File: config.mk
export PLATFORM = sky130hd
export DESIGN_NAME = siso_exchange_ctrl
export DESIGN_NICKNAME = d
export VERILOG_FILES = /design/src/rtl/siso_exchange_ctrl.sv
export SDC_FILE = /design/constraint.sdc
export NUM_CORES = 1
export LEC_CHECK = 0
export ABC_AREA = 0
export CAP_MARGIN = 20
export CELL_PAD_IN_SITES_DETAIL_PLACEMENT = 2
export CELL_PAD_IN_SITES_GLOBAL_PLACEMENT = 2
export CORE_MARGIN = 1
export CORE_UTILIZATION = 27
export CTS_BUF_LIST = sky130_fd_sc_hd__clkbuf_16
export CTS_CLUSTER_SIZE = 10
export DETAILED_ROUTE_END_ITERATION = 8
export PLACE_DENSITY_LB_ADDON = 0.1
export SETUP_SLACK_MARGIN = 0.05
export SYNTH_ARGS = -nofsm -noshare
export SYNTH_HDL_FRONTEND = slang
export SYNTH_SLANG_ARGS = --single-unit
File: constraint.sdc
create_clock -name CLK -period 2.06 [get_ports CLK]
set_clock_uncertainty 0.2 [all_clocks]
set_input_delay 0.309 -clock CLK [delete_from_list [all_inputs] [get_ports CLK]]
set_output_delay 0.309 -clock CLK [all_outputs]
set_load 0.02 [all_outputs]
File: src/rtl/siso_exchange_ctrl.sv
`default_nettype none
// ============================================================================
// Module   : siso_exchange_ctrl
// Purpose  : Drives an external N-stage serial-in/serial-out flop chain as a
//            full-duplex word exchanger. A parallel word accepted on the input
//            handshake is shifted LSB-first into the chain. The N bits that
//            fall out of the chain's tail are collected at the same time and
//            offered on the output handshake.
// Revision : 1.0 - initial release
// ============================================================================
module siso_exchange_ctrl #(
    parameter int N = 8
) (
    input  logic         CLK,
    input  logic         RESET,
    input  logic [N-1:0] I_DATA,
    input  logic         I_VALID,
    output logic         I_READY,
    input  logic         HOLD,
    output logic         SO,
    output logic         CE,
    input  logic         SI,
    output logic [N-1:0] O_DATA,
    output logic         O_VALID,
    input  logic         O_READY,
    output logic         BUSY
);

    localparam int             CW   = $clog2(N + 1);
    localparam logic [CW-1:0]  LAST = CW'(N - 1);

    typedef enum logic [1:0] {
        S_IDLE  = 2'd0,
        S_SHIFT = 2'd1,
        S_DONE  = 2'd2
    } state_t;

    state_t         state_q;
    logic [N-1:0]   tx_q;
    logic [N-1:0]   rx_q;
    logic [CW-1:0]  count_q;
    logic           i_ready_q;
    logic           o_valid_q;
    logic           busy_q;

    // Controller FSM: state, shift registers, counter and handshake flags
    always_ff @(posedge CLK) begin
        if (RESET) begin
            state_q   <= S_IDLE;
            tx_q      <= '0;
            rx_q      <= '0;
            count_q   <= '0;
            i_ready_q <= 1'b1;
            o_valid_q <= 1'b0;
            busy_q    <= 1'b0;
        end else begin
            case (state_q)
                S_IDLE: begin
                    if (I_VALID) begin
                        tx_q      <= I_DATA;
                        count_q   <= '0;
                        state_q   <= S_SHIFT;
                        i_ready_q <= 1'b0;
                        busy_q    <= 1'b1;
                    end
                end
                S_SHIFT: begin
                    // The chain only moves when HOLD is low, so the capture
                    // of its tail bit is gated identically.
                    if (!HOLD) begin
                        tx_q <= tx_q >> 1;
                        rx_q <= {SI, rx_q[N-1:1]};
                        if (count_q == LAST) begin
                            count_q   <= '0;
                            state_q   <= S_DONE;
                            o_valid_q <= 1'b1;
                        end else begin
                            count_q <= count_q + CW'(1);
                        end
                    end
                end
                S_DONE: begin
                    if (O_READY) begin
                        state_q   <= S_IDLE;
                        o_valid_q <= 1'b0;
                        i_ready_q <= 1'b1;
                        busy_q    <= 1'b0;
                    end
                end
                default: begin
                    state_q   <= S_IDLE;
                    i_ready_q <= 1'b1;
                    o_valid_q <= 1'b0;
                    busy_q    <= 1'b0;
                end
            endcase
        end
    end

    // Chain drive: the shift enable reacts to HOLD in the same cycle
    always_comb begin
        CE = (state_q == S_SHIFT) && !HOLD;
        SO = (state_q == S_SHIFT) ? tx_q[0] : 1'b0;
    end

    assign I_READY = i_ready_q;
    assign O_VALID = o_valid_q;
    assign BUSY    = busy_q;
    assign O_DATA  = rx_q;

endmodule
`default_nettype wire

# Word level (Yosys, flattened, before mapping)
# Index checks and enable logic that the tools add are counted.
# totals
ff_bits	25
in_bits	14
out_inout_bits	13
# classes
add_sub_neg	1
n_eq_ne	7
muxes	22
n_bitwise	3
reduce_logical	9
# ops
operator	n
8-bit two-way mux	2
8-bit case mux with 2 select lines	1
4-bit two-way mux	3
1-bit case mux with 3 select lines	3
2-bit two-way mux	4
2-bit inequality test (second input constant)	4
4-bit case mux with 2 select lines	1
4-bit AND reduction	2
1-bit two-way mux	7
2-bit case mux with 3 select lines	1
3-bit AND reduction	2
4-bit by 1-bit adder with 4-bit output (second input constant)	1
4-bit by 3-bit equality test with 1-bit output (second input constant)	1
1-bit NOT	3
2-bit by 1-bit equality test with 1-bit output (second input constant)	1
2-bit equality test (second input constant)	1
2-bit logical NOT	1
2-bit AND reduction	1
2-bit nonzero test	1
1-bit logical AND	1
1-bit logical NOT	1

# Logic depth before layout (Yosys ltp)
# Gate-level depths: netlist (run 1).
# logic_depth
word_depth	4
ltp_mapped	8

# Worst setup path before layout (run 1)
# Ideal clock, no wire load.
# synth_path
kind	flip-flop to output port
startpoint	register state_q[1]
endpoint	output port CE
t_arrival_ps	1246
setup_slack_ps	305
stages_incl_launch_ff	7
n_path_buf	3
path_cell_list	dfxtp_1 > nand2b_1 > buf_6 > or2_1 > buf_2 > inv_1 > buf_4
# synth_between
elab_chain_len	2
# synth_lines
element	line_no	source
start, declared	38	state_t state_q;
start signal, assigned	49	state_q <= S_IDLE;
start signal, assigned	62	state_q <= S_SHIFT;
start signal, assigned	75	state_q <= S_DONE;
2-bit by 1-bit equality test with 1-bit output	102	CE = (state_q == S_SHIFT) && !HOLD;
1-bit logical AND	102	
end, declared	21	output logic CE,
# Every way passes these cells.

# Worst setup path in the final report (run 1)
# layout_path
startpoint	input port HOLD
endpoint	output port CE
# layout_between
elab_chain_len	2
# layout_lines
element	line_no	source
start, declared	19	input logic HOLD,
1-bit logical NOT	102	
1-bit logical AND	102	
# Every way passes these cells.

==> out/qor.yml, run 1 <==
global_route:
  antenna_found_initial: 0
  grt_max_degree: 26
  grt_pass1_wl_um: 4750
  grt_overflow_total: 0
  grt_use_total_pct: 14.7
  grt_pass1_vias: 1043
logic_synthesis:
  synth_nets: 139
  synth_top_area_share_pct: 47.6
  yosysWarningCount: 0
  synth_seq_cells: 25
  synth_cell_types: 27
  ys_seq_area_share_pct: 47.6
  synth-edff-count: 0
  yosys_most_used_dff: "dfxtp_1"
  netlist_instances: 124
  syn_area_per_cell_um2: 8.48
  synthesis.area_um2: 1050
  ys_top_cells_by_area: "dfxtp_1 (48%), a21oi_1 (8.1%), nand2_1 (7.5%)"
  yosysTopAreaCell: "dfxtp_1"
  synthArstFlopShare_pct: 0
timing:
  setup_viol: 0
  slew_headroom_pct: 82.0
  maxSlewViolCount: 0
  worst_pin_slew_ps: 270
  fin_crit_sh_pct: 92.6
  period_needed_ps: 1910
  max_freq_mhz: 524
  rsz0062_at_grt: "false"
  hold_viol: 0
  setup_tns_ps: 0
floorplanning:
  core_area_um2: 3690
  ios: 27
  die_w_um: 64.4
  rows: 22
  dieArea_um2: 4150
  die_y_um: 64.4
  initial_utilization_pct: 28.5
placement:
  gp_congestion: 0.745
  portBuffers: 26
  placed_cell_area_um2: 1380
  dp_hpwl_um: 1970
power_and_ir_drop:
  power_per_cell_area_nw_per_um2: 736
  cellLeakagePower_uw: 0.000569
  vdd_drop_max_v: 0.000349
cts:
  clkLatencyLatePin_ps: 250
  clkSinkCount: 25
  cts_setup_buffers: 0
  post_cts_resized: 2
  cts-htree-levels: 1
  numCtsBuffers: 3
  cts_tree: "built"
  clk_path_buf_depth: 2
  cts_root_buf: "clkbuf_16"
  hold_buffers: 0
  clk_pin_slew_ps: 60
drt:
  wl_per_cell_um: 13.3
  vias: 973
  drtIter0Drc: 28
  wirelength_um: 2680
  viasPerCell: 4.82
  ant_nets: 0
  dr.pass1.iters: 2
  drc: 0
cells_and_area:
  postLayoutCellArea_um2: 1460
  final_cell_mix: "dfxtp_1 (25), clkdlybuf4s50_1 (24), nand2_1 (21)"
  fillers: 425
  layout-drive-gt1-share_pct: 6.49
  final_nets: 170
  final_common_cell: "dfxtp_1"
  area_growth_pct: 39.0
  num_antenna_cells: 0
worst_setup_path:
  r2r_slack_ps: 390
  timing.rr.start: "count_q[0]"
  path_cells: "clkdlybuf4s50_1, or2_1, inv_1, clkdlybuf4s15_1"
  r2r_cells: 5
  critical_path.top_delay_family: "buffers and inverters"
  endpoint_kind: "primary output"
  crit_required_ps: 1550
  cp.depth: 4
  cpMaxStageDelayCell: "clkdlybuf4s50_1"
  start_kind: "input port"
  worst_ep_arrival_time_ps: 1400
  crit_buf_inv: 3
  timing.rr.end: "count_q[3]"
  crit_fanout: 3
  critPathKind: "input port to primary output"
  cpPeakStageDelay_ps: 450
status:
  status: "complete, no violations"
hold_path:
  hp-class: "register to register"
  hold_end: "O_DATA[0]"
  min_from: "O_DATA[0]"
  holdPathStages: 2
job:
  drv_cap: 0
==> worst reg2reg max path: cells and delay by family, from the launching register on <==
family,cells,cell delay (ps)
DFF,1,330
adders and majority gates,1,250
AOI/OAI and AO/OA,2,190
and+or+nand+nor,2,630
==> registers in the layout (all words and copies together) (netlist names) <==
signal   cells
BUSY         1
I_READY      1
O_DATA       8
O_VALID      1
count_q      4
state_q      2
tx_q         8
==> through the flow <==
stage	hold slack (ps)	cells	power, uW	setup slack [ps]	util [%]
after floorplan	231	124	610	305	-
after global placement	248	198	668	-158	37.5
after detailed placement	257	198	675	-158	37.5
after CTS	267	202	1100	114	39.6
after global routing	289	202	1130	72.2	39.6
final	263	202	1080	153	39.6
==> area by class of cell <==
cell class | count | area, um^2 | area share, %
clock buffer | 3 | 75.1 | 5.14
timing repair buffer | 33 | 312 | 21.3
inverter | 2 | 7.51 | 0.514
multi-input combinational | 90 | 503 | 34.4
sequential | 25 | 500 | 34.2
tap | 48 | 60.1 | 4.11
clock inverter | 1 | 3.75 | 0.257
==> how the worst max path moves through the flow <==
| stage | start | end | slack [ps] |
|---|---|---|---|
| after global placement | HOLD | CE | -160 |
| after detailed placement | HOLD | CE | -160 |
| after global routing | HOLD | CE | 70 |
| final | HOLD | CE | 150 |
| after floorplan | state_q[1] | CE | 310 |
| after CTS | HOLD | CE | 110 |
==> where the power goes <==
group	switching, uW	internal (uW)
sequential	12.0	506
clock	157	259
combinational	70.7	71.4
total	240	836
==> cell usage after synthesis (2+ instances only) <==
master,count
a211oi_1,7
a21oi_1,17
buf_2,2
clkbuf_1,3
dfxtp_1,25
inv_1,2
mux2i_1,7
nand2_1,21
nand2b_1,6
nand3b_1,2
nor2_1,13
nor2b_1,2
o21ai_0,3
==> kinds of logic (layout without fill, tap and decap cells) <==
group | Yosys count | count (layout) | share of synthesized area, %
AOI/OAI and AO/OA | 31 | 31 | 17.3
adders and majority gates | 1 | 1 | 1.19
buffers and inverters | 9 | 39 | 4.52
DFF | 25 | 25 | 47.6
muxes | 7 | 7 | 6.67
and+or+nand+nor | 51 | 51 | 22.7
==> metal layers <==
layer  vias to the layer above  routed length [um]  GRT usage, %
met2                        16                1400          26.2
li1                        484                   -             -
met3                         2                  84          3.21
met4                         0                  13          3.33
met5                         -                   0             0
met1                       471                1180          17.9
Power figures use the tool's default switching activity.
==> run 2, diff against run 1 <==
Settings changed: ABC_AREA 0 to 1, CORE_UTILIZATION 27 to 26.
==> run 2 against run 1 <==
Power rose by 66%. Sequential share of layout area down 1.8 points. Non-clock buffer count is the same. Flip-flop and latch count unchanged. Cell count increased by 20%. Largest cell class unchanged. Highest routed layer unchanged.
==> out/qor.yml, run 2 <==
status:
  status: "complete, no violations"
logic_synthesis:
  synth_top_area_share_pct: 44.2  # -3.4 points
  ys_top_cells_by_area: "dfxtp_1 (44%), nand2_1 (14%), nor2_1 (12%)"
  synth_nets: 176  # +27%
  synth_cell_types: 20  # -26%
  ys_seq_area_share_pct: 44.2  # -3.4 points
  synthArstFlopShare_pct: 0  # unchanged
  yosys_most_used_dff: "dfxtp_1"
  syn_area_per_cell_um2: 7.03  # -17%
  synth_seq_cells: 25  # unchanged
  yosysTopAreaCell: "dfxtp_1"
  synth-edff-count: 0  # unchanged
  netlist_instances: 161  # +30%
  yosysMostFrequentCell: "nand2_1"
  yosysWarningCount: 0  # unchanged
  yosys-top-cells-count: "nand2_1 (41), nor2_1 (36), dfxtp_1 (25)"
  synthesis.area_um2: 1130  # +7.6%
worst_setup_path:
  r2r_cells: 6  # +1
  crit_required_ps: 1550  # about the same
  r2r_slack_ps: 460  # +70 ps
  timing.rr.start: "state_q[0]"
  worst_ep_arrival_time_ps: 1370  # -30 ps
  critical_path.top_delay_family: "flip-flops"
  path_cells: "nand2_1, nor2_1, dlygate4sd2_1"
  crit_buf_inv: 1  # -2
  timing.rr.end: "O_DATA[7]"
  critPathKind: "register to primary output"
  crit_fanout: 5  # +2
  cpPeakStageDelay_ps: 430  # -20 ps
  cpMaxStageDelayCell: "dfxtp_1"
  endpoint_kind: "primary output"
  start_kind: "register"
cells_and_area:
  layout-drive-gt1-share_pct: 11.4  # +4.9 points
  final_cell_mix: "nand2_1 (41), nor2_1 (36), dfxtp_1 (25)"
  final_nets: 209  # +23%
  num_antenna_cells: 0  # unchanged
  final_common_cell: "nand2_1"
  fin_util_pct: 37.8  # -1.9 points
  area_growth_pct: 36.4
timing:
  fin_crit_sh_pct: 91.1  # -1.5 points
  slew_headroom_pct: 78.7  # -3.3 points
  rsz0062_at_grt: "false"
  max_freq_mhz: 533  # +1.6%
  setup_tns_ps: 0  # unchanged
  maxSlewViolCount: 0  # unchanged
  period_needed_ps: 1880  # -30.5 ps
  setup_viol: 0  # unchanged
  worst_pin_slew_ps: 319  # +48.4 ps
  hold_viol: 0  # unchanged
  whs_ps: 267  # +3.52 ps
cts:
  post_cts_resized: 2  # unchanged
  clkLatencyLatePin_ps: 260  # about the same
  cts_tree: "built"
  clkSinkCount: 25  # unchanged
  clk_path_buf_depth: 2  # unchanged
  numCtsBuffers: 3  # unchanged
  cts_root_buf: "clkbuf_16"
  clk_pin_slew_ps: 60  # about the same
  cts-htree-levels: 1  # unchanged
  cts_setup_buffers: 0  # unchanged
  hold_buffers: 0  # unchanged
floorplanning:
  core_area_um2: 4090  # +11%
  die_w_um: 68.0  # +5.5%
  dieArea_um2: 4620  # +11%
  ios: 27  # unchanged
  initial_utilization_pct: 27.7  # -0.81 points
  die_y_um: 68.0  # +5.5%
  rows: 23  # +4.5%
drt:
  ant_nets: 0  # unchanged
  wl_per_cell_um: 14.4  # +8.1%
  drtIter0Drc: 24  # -14%
  wirelength_um: 3490  # +30%
  viasPerCell: 4.65  # -3.5%
  vias: 1129  # +16%
  drc: 0  # unchanged
  dr.pass1.iters: 4  # +2
job:
  drv_cap: 0  # unchanged
global_route:
  antenna_found_initial: 0  # unchanged
  grt_pass1_vias: 1227  # +18%
  grt_use_total_pct: 17.3  # +2.6 points
  grt_overflow_total: 0  # unchanged
  grt_pass1_wl_um: 5870  # +24%
  grt_max_degree: 16  # -38%
placement:
  gp_congestion: 0.706  # -5.2%
  dp_hpwl_um: 2650  # +35%
  portBuffers: 26  # unchanged
hold_path:
  hp-class: "register to register"
  min_from: "BUSY"
  holdPathStages: 2  # unchanged
  hold_end: "BUSY"
power_and_ir_drop:
  vdd_drop_max_v: 0.000409  # +17%
  power_per_cell_area_nw_per_um2: 1160  # +57%
  cellLeakagePower_uw: 0.000689  # +21%
run 2: cell types whose count changed in the layout (fill, tap and decap cells not counted), moves of 5 or more:
cell / before / now
a21oi_1: 17 / 9
mux2i_1: 7 / 0
o21ai_1: 0 / 7
nand3_1: 1 / 6
inv_1: 3 / 8
a211oi_1: 7 / 0
nor2_1: 13 / 36
o21ai_0: 3 / 9
nand2_1: 21 / 41
nand2b_1: 6 / 0
run 2: cells by family (layout without fill, tap and decap cells):
logic type	Yosys count	after routing	share of synthesized area (%)
simple gates	93	93	35.1
compound gates	26	26	11.8
flops	25	25	44.2
buf+inv	16	48	7.74
fa+ha+maj	1	1	1.11
run 2: cell type report:
class	instances	area (um^2)
Tap cell	50	62.6
Inverter	11	43.8
Clock buffer	3	75.1
Clock inverter	1	7.51
Timing Repair Buffer	33	310
Sequential cell	25	500
Fill cell	523	2540
Multi-Input combinational cell	120	543
run 2: metrics by stage:
stage	setup slack (ps)	std cells	cell area, um^2	total power [uW]
after floorplan	624	161	1130	1120
after global placement	-23.5	239	1460	1330
after detailed placement	-8.65	239	1460	1370
after CTS	173	243	1540	1820
after global routing	92.3	243	1540	1920
final	184	243	1540	1790
run 2: worst max path at each step:
stage / slack, ps / start / endpoint / cells past startpoint
after floorplan: 620 / state_q[1] / SO / 4
after global placement: -20 / HOLD / CE / 3
after detailed placement: -9 / HOLD / CE / 3
after CTS: 170 / state_q[0] / CE / 3
after global routing: 90 / state_q[0] / SO / 3
final: 180 / state_q[0] / SO / 3
run 2: routing by layer:
layer / wire, um / up-vias / GRT usage, % / part of all wire [%]
li1: - / 575 / - / -
met1: 1570 / 532 / 20.1 / 45
met2: 1770 / 17 / 32.0 / 51
met3: 112 / 5 / 3.67 / 3.2
met4: 30 / 0 / 3.91 / 0.86
met5: 0 / - / 0 / 0
run 2: worst register-to-register path: stages, from the launching register on:
cell	delay (ps)
dfxtp_1	430
nand2_1	170
nor2_2	150
buf_4	190
inv_1	150
nor2_1	130
nor2_1	60
run 2: where the power goes:
part           internal, uW  switching, uW
sequential              591           71.9
combinational           256            421
clock                   264            183
total                  1110            676
==> run 3, diff against run 2 <==
Settings changed: SETUP_SLACK_MARGIN 0.05 to 0.02.
==> results of run 3 <==
Same layout as run 2: the final DEF is identical, and so are final timing and power.
